File: src/rtl/control_sequencer.sv
// control_sequencer: fetch/issue FSM with a registered ISSUE->FETCH hop (2 cycles per instruction); stall holds issue and the PC.
// The optional illegal-opcode trap (class 111 -> sticky illegal + HALT) is enabled with `define CTRL_ILLEGAL_TRAP_EN.
`timescale 1ns/1ps
module control_sequencer #(
  parameter int unsigned      PC_W     = 8,
  parameter logic [PC_W-1:0]  RESET_PC = '0
) (
  input  logic            clk,
  input  logic            reset,
  output logic            instr_req,
  output logic [PC_W-1:0] instr_addr,
  input  logic            instr_ack,
  input  logic [15:0]     instr_data,
  input  logic            stall,
  input  logic [3:0]      flag_ex,
  output logic [4:0]      op_dec,
  output logic [4:0]      RW_dec,
  output logic            mem_en_dec,
  output logic            mem_rw_dec,
  output logic            mem_mux_sel_dec,
  output logic [PC_W-1:0] pc,
  output logic            halted,
  output logic            illegal
);

  typedef enum logic [1:0] {
    ST_RST   = 2'd0,
    ST_FETCH = 2'd1,
    ST_ISSUE = 2'd2,
    ST_HALT  = 2'd3
  } state_e;

  localparam logic [2:0] CLS_NOP   = 3'b000;
  localparam logic [2:0] CLS_ALU   = 3'b001;
  localparam logic [2:0] CLS_LOAD  = 3'b010;
  localparam logic [2:0] CLS_STORE = 3'b011;
  localparam logic [2:0] CLS_JMP   = 3'b100;
  localparam logic [2:0] CLS_BR    = 3'b101;
  localparam logic [2:0] CLS_HALT  = 3'b110;
  localparam logic [2:0] CLS_ILL   = 3'b111;

  state_e          state_q, state_d;
  logic [15:0]     ir_q, ir_d;
  logic [PC_W-1:0] pc_q, pc_d;
  logic            instr_req_q, instr_req_d;
  logic            halted_q, halted_d;
  logic [4:0]      op_q, op_d;
  logic [4:0]      rw_q, rw_d;
  logic            mem_en_q, mem_en_d;
  logic            mem_rw_q, mem_rw_d;
  logic            mux_q, mux_d;

  // Instruction fields of the latched word
  logic [2:0]      cls;
  logic [4:0]      aop;
  logic [4:0]      rd;
  logic [PC_W-1:0] target;
  logic [1:0]      cond;
  logic            pol;

  assign cls    = ir_q[15:13];
  assign aop    = ir_q[12:8];
  assign rd     = ir_q[7:3];
  assign target = PC_W'(ir_q[7:0]);
  assign cond   = ir_q[9:8];
  assign pol    = ir_q[10];

  logic            commit;
  logic            trap;
  logic            br_taken;
  logic [PC_W-1:0] pc_inc;

  assign commit   = (state_q == ST_ISSUE) && !stall;
  assign br_taken = flag_ex[cond] ^ pol;
  assign pc_inc   = pc_q + PC_W'(1);

`ifdef CTRL_ILLEGAL_TRAP_EN
  assign trap = (cls == CLS_ILL);
`else
  assign trap = 1'b0;
`endif

  // Decoded values for the latched word; bubble unless the class drives the datapath
  logic [4:0]      dec_op, dec_rw;
  logic            dec_en, dec_wr, dec_mux, dec_halt;
  logic [PC_W-1:0] dec_pc;

  always_comb begin
    dec_op   = 5'd0;
    dec_rw   = 5'd0;
    dec_en   = 1'b0;
    dec_wr   = 1'b0;
    dec_mux  = 1'b0;
    dec_halt = 1'b0;
    dec_pc   = pc_inc;
    case (cls)
      CLS_NOP: ;
      CLS_ALU: begin
        dec_op = aop;
        dec_rw = rd;
      end
      CLS_LOAD: begin
        dec_op  = aop;
        dec_rw  = rd;
        dec_en  = 1'b1;
        dec_mux = 1'b1;
      end
      CLS_STORE: begin
        dec_op = aop;
        dec_en = 1'b1;
        dec_wr = 1'b1;
      end
      CLS_JMP:  dec_pc = target;
      CLS_BR:   dec_pc = br_taken ? target : pc_inc;
      CLS_HALT: begin
        dec_halt = 1'b1;
        dec_pc   = pc_q;
      end
      CLS_ILL: begin
        if (trap) begin
          dec_halt = 1'b1;
          dec_pc   = pc_q;
        end
      end
      default: ;
    endcase
  end

  // State register
  always_ff @(posedge clk or negedge reset) begin
    if (!reset) begin
      state_q <= ST_RST;
    end else begin
      state_q <= state_d;
    end
  end

  // Next-state logic
  always_comb begin
    state_d = state_q;
    case (state_q)
      ST_RST:   state_d = ST_FETCH;
      ST_FETCH: if (instr_ack) state_d = ST_ISSUE;
      ST_ISSUE: if (commit) state_d = dec_halt ? ST_HALT : ST_FETCH;
      ST_HALT:  state_d = ST_HALT;
      default:  state_d = ST_RST;
    endcase
  end

  // Output logic: outputs are registered from the next state so they line up with it
  always_comb begin
    instr_req_d = (state_d == ST_FETCH);
    halted_d    = (state_d == ST_HALT);
    ir_d        = ir_q;
    pc_d        = pc_q;
    op_d        = 5'd0;
    rw_d        = 5'd0;
    mem_en_d    = 1'b0;
    mem_rw_d    = 1'b0;
    mux_d       = 1'b0;
    if ((state_q == ST_FETCH) && instr_ack) begin
      ir_d = instr_data;
    end
    if (commit) begin
      pc_d     = dec_pc;
      op_d     = dec_op;
      rw_d     = dec_rw;
      mem_en_d = dec_en;
      mem_rw_d = dec_wr;
      mux_d    = dec_mux;
    end
  end

  always_ff @(posedge clk or negedge reset) begin
    if (!reset) begin
      ir_q        <= 16'd0;
      pc_q        <= RESET_PC;
      instr_req_q <= 1'b0;
      halted_q    <= 1'b0;
      op_q        <= 5'd0;
      rw_q        <= 5'd0;
      mem_en_q    <= 1'b0;
      mem_rw_q    <= 1'b0;
      mux_q       <= 1'b0;
    end else begin
      ir_q        <= ir_d;
      pc_q        <= pc_d;
      instr_req_q <= instr_req_d;
      halted_q    <= halted_d;
      op_q        <= op_d;
      rw_q        <= rw_d;
      mem_en_q    <= mem_en_d;
      mem_rw_q    <= mem_rw_d;
      mux_q       <= mux_d;
    end
  end

`ifdef CTRL_ILLEGAL_TRAP_EN
  logic illegal_q, illegal_d;

  assign illegal_d = illegal_q | (commit & trap);

  always_ff @(posedge clk or negedge reset) begin
    if (!reset) begin
      illegal_q <= 1'b0;
    end else begin
      illegal_q <= illegal_d;
    end
  end

  assign illegal = illegal_q;
`else
  assign illegal = 1'b0;
`endif

  assign instr_req       = instr_req_q;
  assign instr_addr      = pc_q;
  assign pc              = pc_q;
  assign halted          = halted_q;
  assign op_dec          = op_q;
  assign RW_dec          = rw_q;
  assign mem_en_dec      = mem_en_q;
  assign mem_rw_dec      = mem_rw_q;
  assign mem_mux_sel_dec = mux_q;

endmodule

File: config.mk
export PLATFORM = sky130hd
export DESIGN_NAME = control_sequencer
export DESIGN_NICKNAME = d
export VERILOG_FILES = /design/src/rtl/control_sequencer.sv
export SDC_FILE = /design/constraint.sdc
export NUM_CORES = 1
export LEC_CHECK = 0
export CAP_MARGIN = 15
export CELL_PAD_IN_SITES_DETAIL_PLACEMENT = 0
export CELL_PAD_IN_SITES_GLOBAL_PLACEMENT = 1
export CORE_UTILIZATION = 36
export DETAILED_ROUTE_END_ITERATION = 7
export PLACE_DENSITY_LB_ADDON = 0.1
export SETUP_SLACK_MARGIN = 0.1
export SLEW_MARGIN = 15
export SYNTH_ARGS = -nofsm -noshare
export SYNTH_HDL_FRONTEND = slang
export SYNTH_SLANG_ARGS = --single-unit
File: constraint.sdc
create_clock -name clk -period 2.6 [get_ports clk]
set_clock_uncertainty 0.2 [all_clocks]
set_input_delay 0.52 -clock clk [delete_from_list [all_inputs] [get_ports clk]]
set_output_delay 0.52 -clock clk [all_outputs]
set_load 0.03 [all_outputs]
==> results.sh <==
export IMPL_crit_type="flop to primary output"
export IMPL_grt_pass1_vias=1342
export IMPL_tns_ns=0
export IMPL_powerDensity_nw_per_um2=968
export IMPL_syn_num_nets=193
export IMPL_avgSynthCellArea_um2=11.6
export IMPL_ys_seq_elements=41
export IMPL_rsz0062_at_grt="false"
export IMPL_grt_usage=0.169
export IMPL_synth_area_um2=1950
export IMPL_synth_distinct_cells=40
export IMPL_fillers=473
export IMPL_finalSetupViolCount=0
export IMPL_first_pass_iters=4
export IMPL_reg2reg_from="ir_q[14]"
export IMPL_synth_top_family_by_area="simple AND/OR/NAND/NOR gates"
export IMPL_ys_seq_area_frac=0.525
export IMPL_rr_endpoint="instr_addr[5]"
export IMPL_cp_required_ns=1.88
export IMPL_slowest_delay_ns=0.71
export IMPL_cp_buffers_inverters=1
export IMPL_ant_nets=0
export IMPL_tightest_slew_ns=0.921
export IMPL_grt_overflow=0
export IMPL_route_vias_total=1457
export IMPL_post_cts_resize_count=0
export IMPL_layout_cells_non_filler=289
export IMPL_clkTransAtPathRegs_ns=0.08
export IMPL_worst_path_max_fanout=7
export IMPL_port_buffers=54
export IMPL_cp_cell_sequence="clkdlybuf4s50_1"
export IMPL_cpLargestDelayFamily="buffers and inverters"
export IMPL_via_per_inst=5.04
export IMPL_slew_headroom=0.386
export IMPL_synthSimpleGateAreaFrac=0.182
export IMPL_ir_worst_vdd_mv=0.432
export IMPL_cts_max_path_buffers=2
export IMPL_synthAdderAreaFrac=0.00640
export IMPL_syn2layout_area_growth_pct=32.5
export IMPL_synth_cells=168
export IMPL_cts_max_level=2
export IMPL_drv_slew=0
export IMPL_cp_arrival_ns=1.47
export IMPL_synth_compound_area_frac=0.0999
export IMPL_status="finished, final reports clean"
export IMPL_synthArstFlopShare=1.00
export IMPL_end_kind="primary output"
export IMPL_fin_crit_ns=2.19
export IMPL_synth_edf_count=0
export IMPL_cts_tree="built"
export IMPL_cts_root_buffer="clkbuf_8"
export IMPL_insertion_delay_ns=0.29
export IMPL_dp_hpwl_mm=3.09
export IMPL_maxCapViolCount=0
export IMPL_synthMuxAreaShare=0.113
export IMPL_die_w_um=75.7
export IMPL_leakage_uw=0.00107
export IMPL_grt_pass1_wl_mm=7.01
export IMPL_ios=56
export IMPL_die_h_um=75.7
export IMPL_antenna_cells=0
export IMPL_ctsHoldBuffers=0
export IMPL_antenna_found_initial=0
export IMPL_drive_above_1_share=0.169
export IMPL_fin_crit_sh=0.842
export IMPL_core_rowCount=26
export IMPL_cts_setup_buffers=0
export IMPL_dp_cells=281
export IMPL_cp_start_kind="flop"
export IMPL_die_area_um2=5730
export IMPL_ys_warn_count=0
export IMPL_floorplan_initialDensity=0.378
export IMPL_nNetsFinal=243
export IMPL_fmax_mhz=457
export IMPL_worst_r2r_path_depth=3
export IMPL_core_area_um2=5170
export IMPL_reg2reg_slack_ns=0.50
export IMPL_wl_per_cell_um=15.0
export IMPL_finalHoldViolCount=0
export IMPL_gp_congestion=0.756
export IMPL_hold_class="input port to asynchronous set/reset pin"
export IMPL_wirelength_mm=4.34
export IMPL_ys_flop_type="dfrtp_1"
export IMPL_cts_sinks=41
export IMPL_cpMaxStageDelayCell="clkdlybuf4s50_1"
export IMPL_synthXorXnorAreaFrac=0.00448
export IMPL_cp_depth=1
export IMPL_grt_max_degree=42
export IMPL_drt_iter0_markers=56
export IMPL_numCtsBuffers=5
export IMPL_drc=0
==> worst max-delay path by stage <==
stage | start | to | slack, ns
detailed placement | stall | instr_addr[7] | 0.20
floorplan | flag_ex[1] | instr_addr[5] | 0.77
global route | instr_addr[2] | pc[2] | 0.32
CTS | instr_addr[0] | instr_addr[0] | 0.38
global placement | stall | instr_addr[5] | 0.19
finish | instr_addr[0] | instr_addr[0] | 0.41
==> cell usage in the layout, fill, tap and decap left out, types with 2 or more instances in the layout <==
master	synthesis	final
a211o_1	3	3
and2_1	11	11
and2_2	2	2
and3_1	3	3
and4_1	2	2
buf_4	10	7
clkbuf_8	0	5
clkdlybuf4s50_1	0	53
clkinv_2	0	2
dfrtp_1	41	41
mux2_2	16	16
mux2i_1	4	4
nand2_1	13	13
nand3_1	6	6
nand3b_1	4	4
nor2_1	3	3
nor2b_1	2	2
nor3_1	5	5
o211ai_1	4	4
o21a_1	2	2
o21ai_0	3	3
o311a_1	2	2
o32ai_1	3	3
o41ai_1	3	3
or3b_1	2	2
==> per-layer routing <==
| layer | global-route usage | vias to the layer above | routed length [µm] |
|---|---|---|---|
| met3 | 0.0410 | 6 | 186 |
| met2 | 0.249 | 45 | 1930 |
| met1 | 0.244 | 706 | 2160 |
| met5 | 0 | - | 0 |
| met4 | 0.0556 | 0 | 57 |
| li1 | - | 700 | - |
==> report_power, final <==
| group | total [µW] | switching (µW) | internal, µW |
|---|---|---|---|
| clock | 409 | 224 | 185 |
| sequential | 1030 | 197 | 832 |
| combinational | 1070 | 544 | 523 |
| total | 2510 | 965 | 1540 |
==> worst register-to-register path: stages, from the launching register on <==
cell,delay [ns]
dfrtp_1,0.45
nand2b_1,0.40
or3_1,0.63
a211o_1,0.32
==> stage by stage <==
step	setup slack, ns	total power, µW	hold WS, ns	util	cell area [µm²]
3_3_place_gp	0.190	2100	0.255	0.484	2500
4_1_cts	0.376	2540	0.200	0.500	2590
2_1_floorplan	0.766	1790	0.0244	-	1950
5_1_grt	0.325	2670	0.232	0.500	2590
3_5_place_dp	0.196	2120	0.269	0.484	2500
6_report	0.410	2510	0.163	0.500	2590
==> sequential cells by signal, indices dropped and copies added, names as in the netlist <==
signal           count
ir_q                16
instr_addr           8
RW_dec               5
op_dec               5
state_q              2
halted               1
instr_req            1
mem_en_dec           1
mem_mux_sel_dec      1
mem_rw_dec           1
==> cell type report <==
class,count,area [µm²],share of cell area
flip-flops and latches,41,1030,0.396
multi-input cells,108,797,0.308
repair buffers,61,588,0.227
well taps,70,87.6,0.0338
clock buffers,5,68.8,0.0266
clock inverters,3,17.5,0.00677
inverters,1,3.75,0.00145
==> cell families (layout without fill, tap and decap cells) <==
group | count (synthesis) | count (layout)
AO/OA/AOI/OAI | 24 | 24
XOR/XNOR | 1 | 1
adder cells (fa/ha/maj) | 1 | 1
buffers and inverters | 19 | 70
flip-flops | 41 | 41
multiplexers | 20 | 20
other | 1 | 1
AND/OR/NAND/NOR | 61 | 61
==> synth_stat cells (4+ instances only) <==
library cell,n,area share
buf_4,10,0.038
o211ai_1,4,0.015
nand3_1,6,0.015
nand2_1,13,0.025
and2_1,11,0.035
buf_2,6,0.015
nand3b_1,4,0.015
mux2i_1,4,0.020
dfrtp_1,41,0.52
nor3_1,5,0.013
mux2_2,16,0.092
Note: power is estimated with default switching activity, not from simulation.
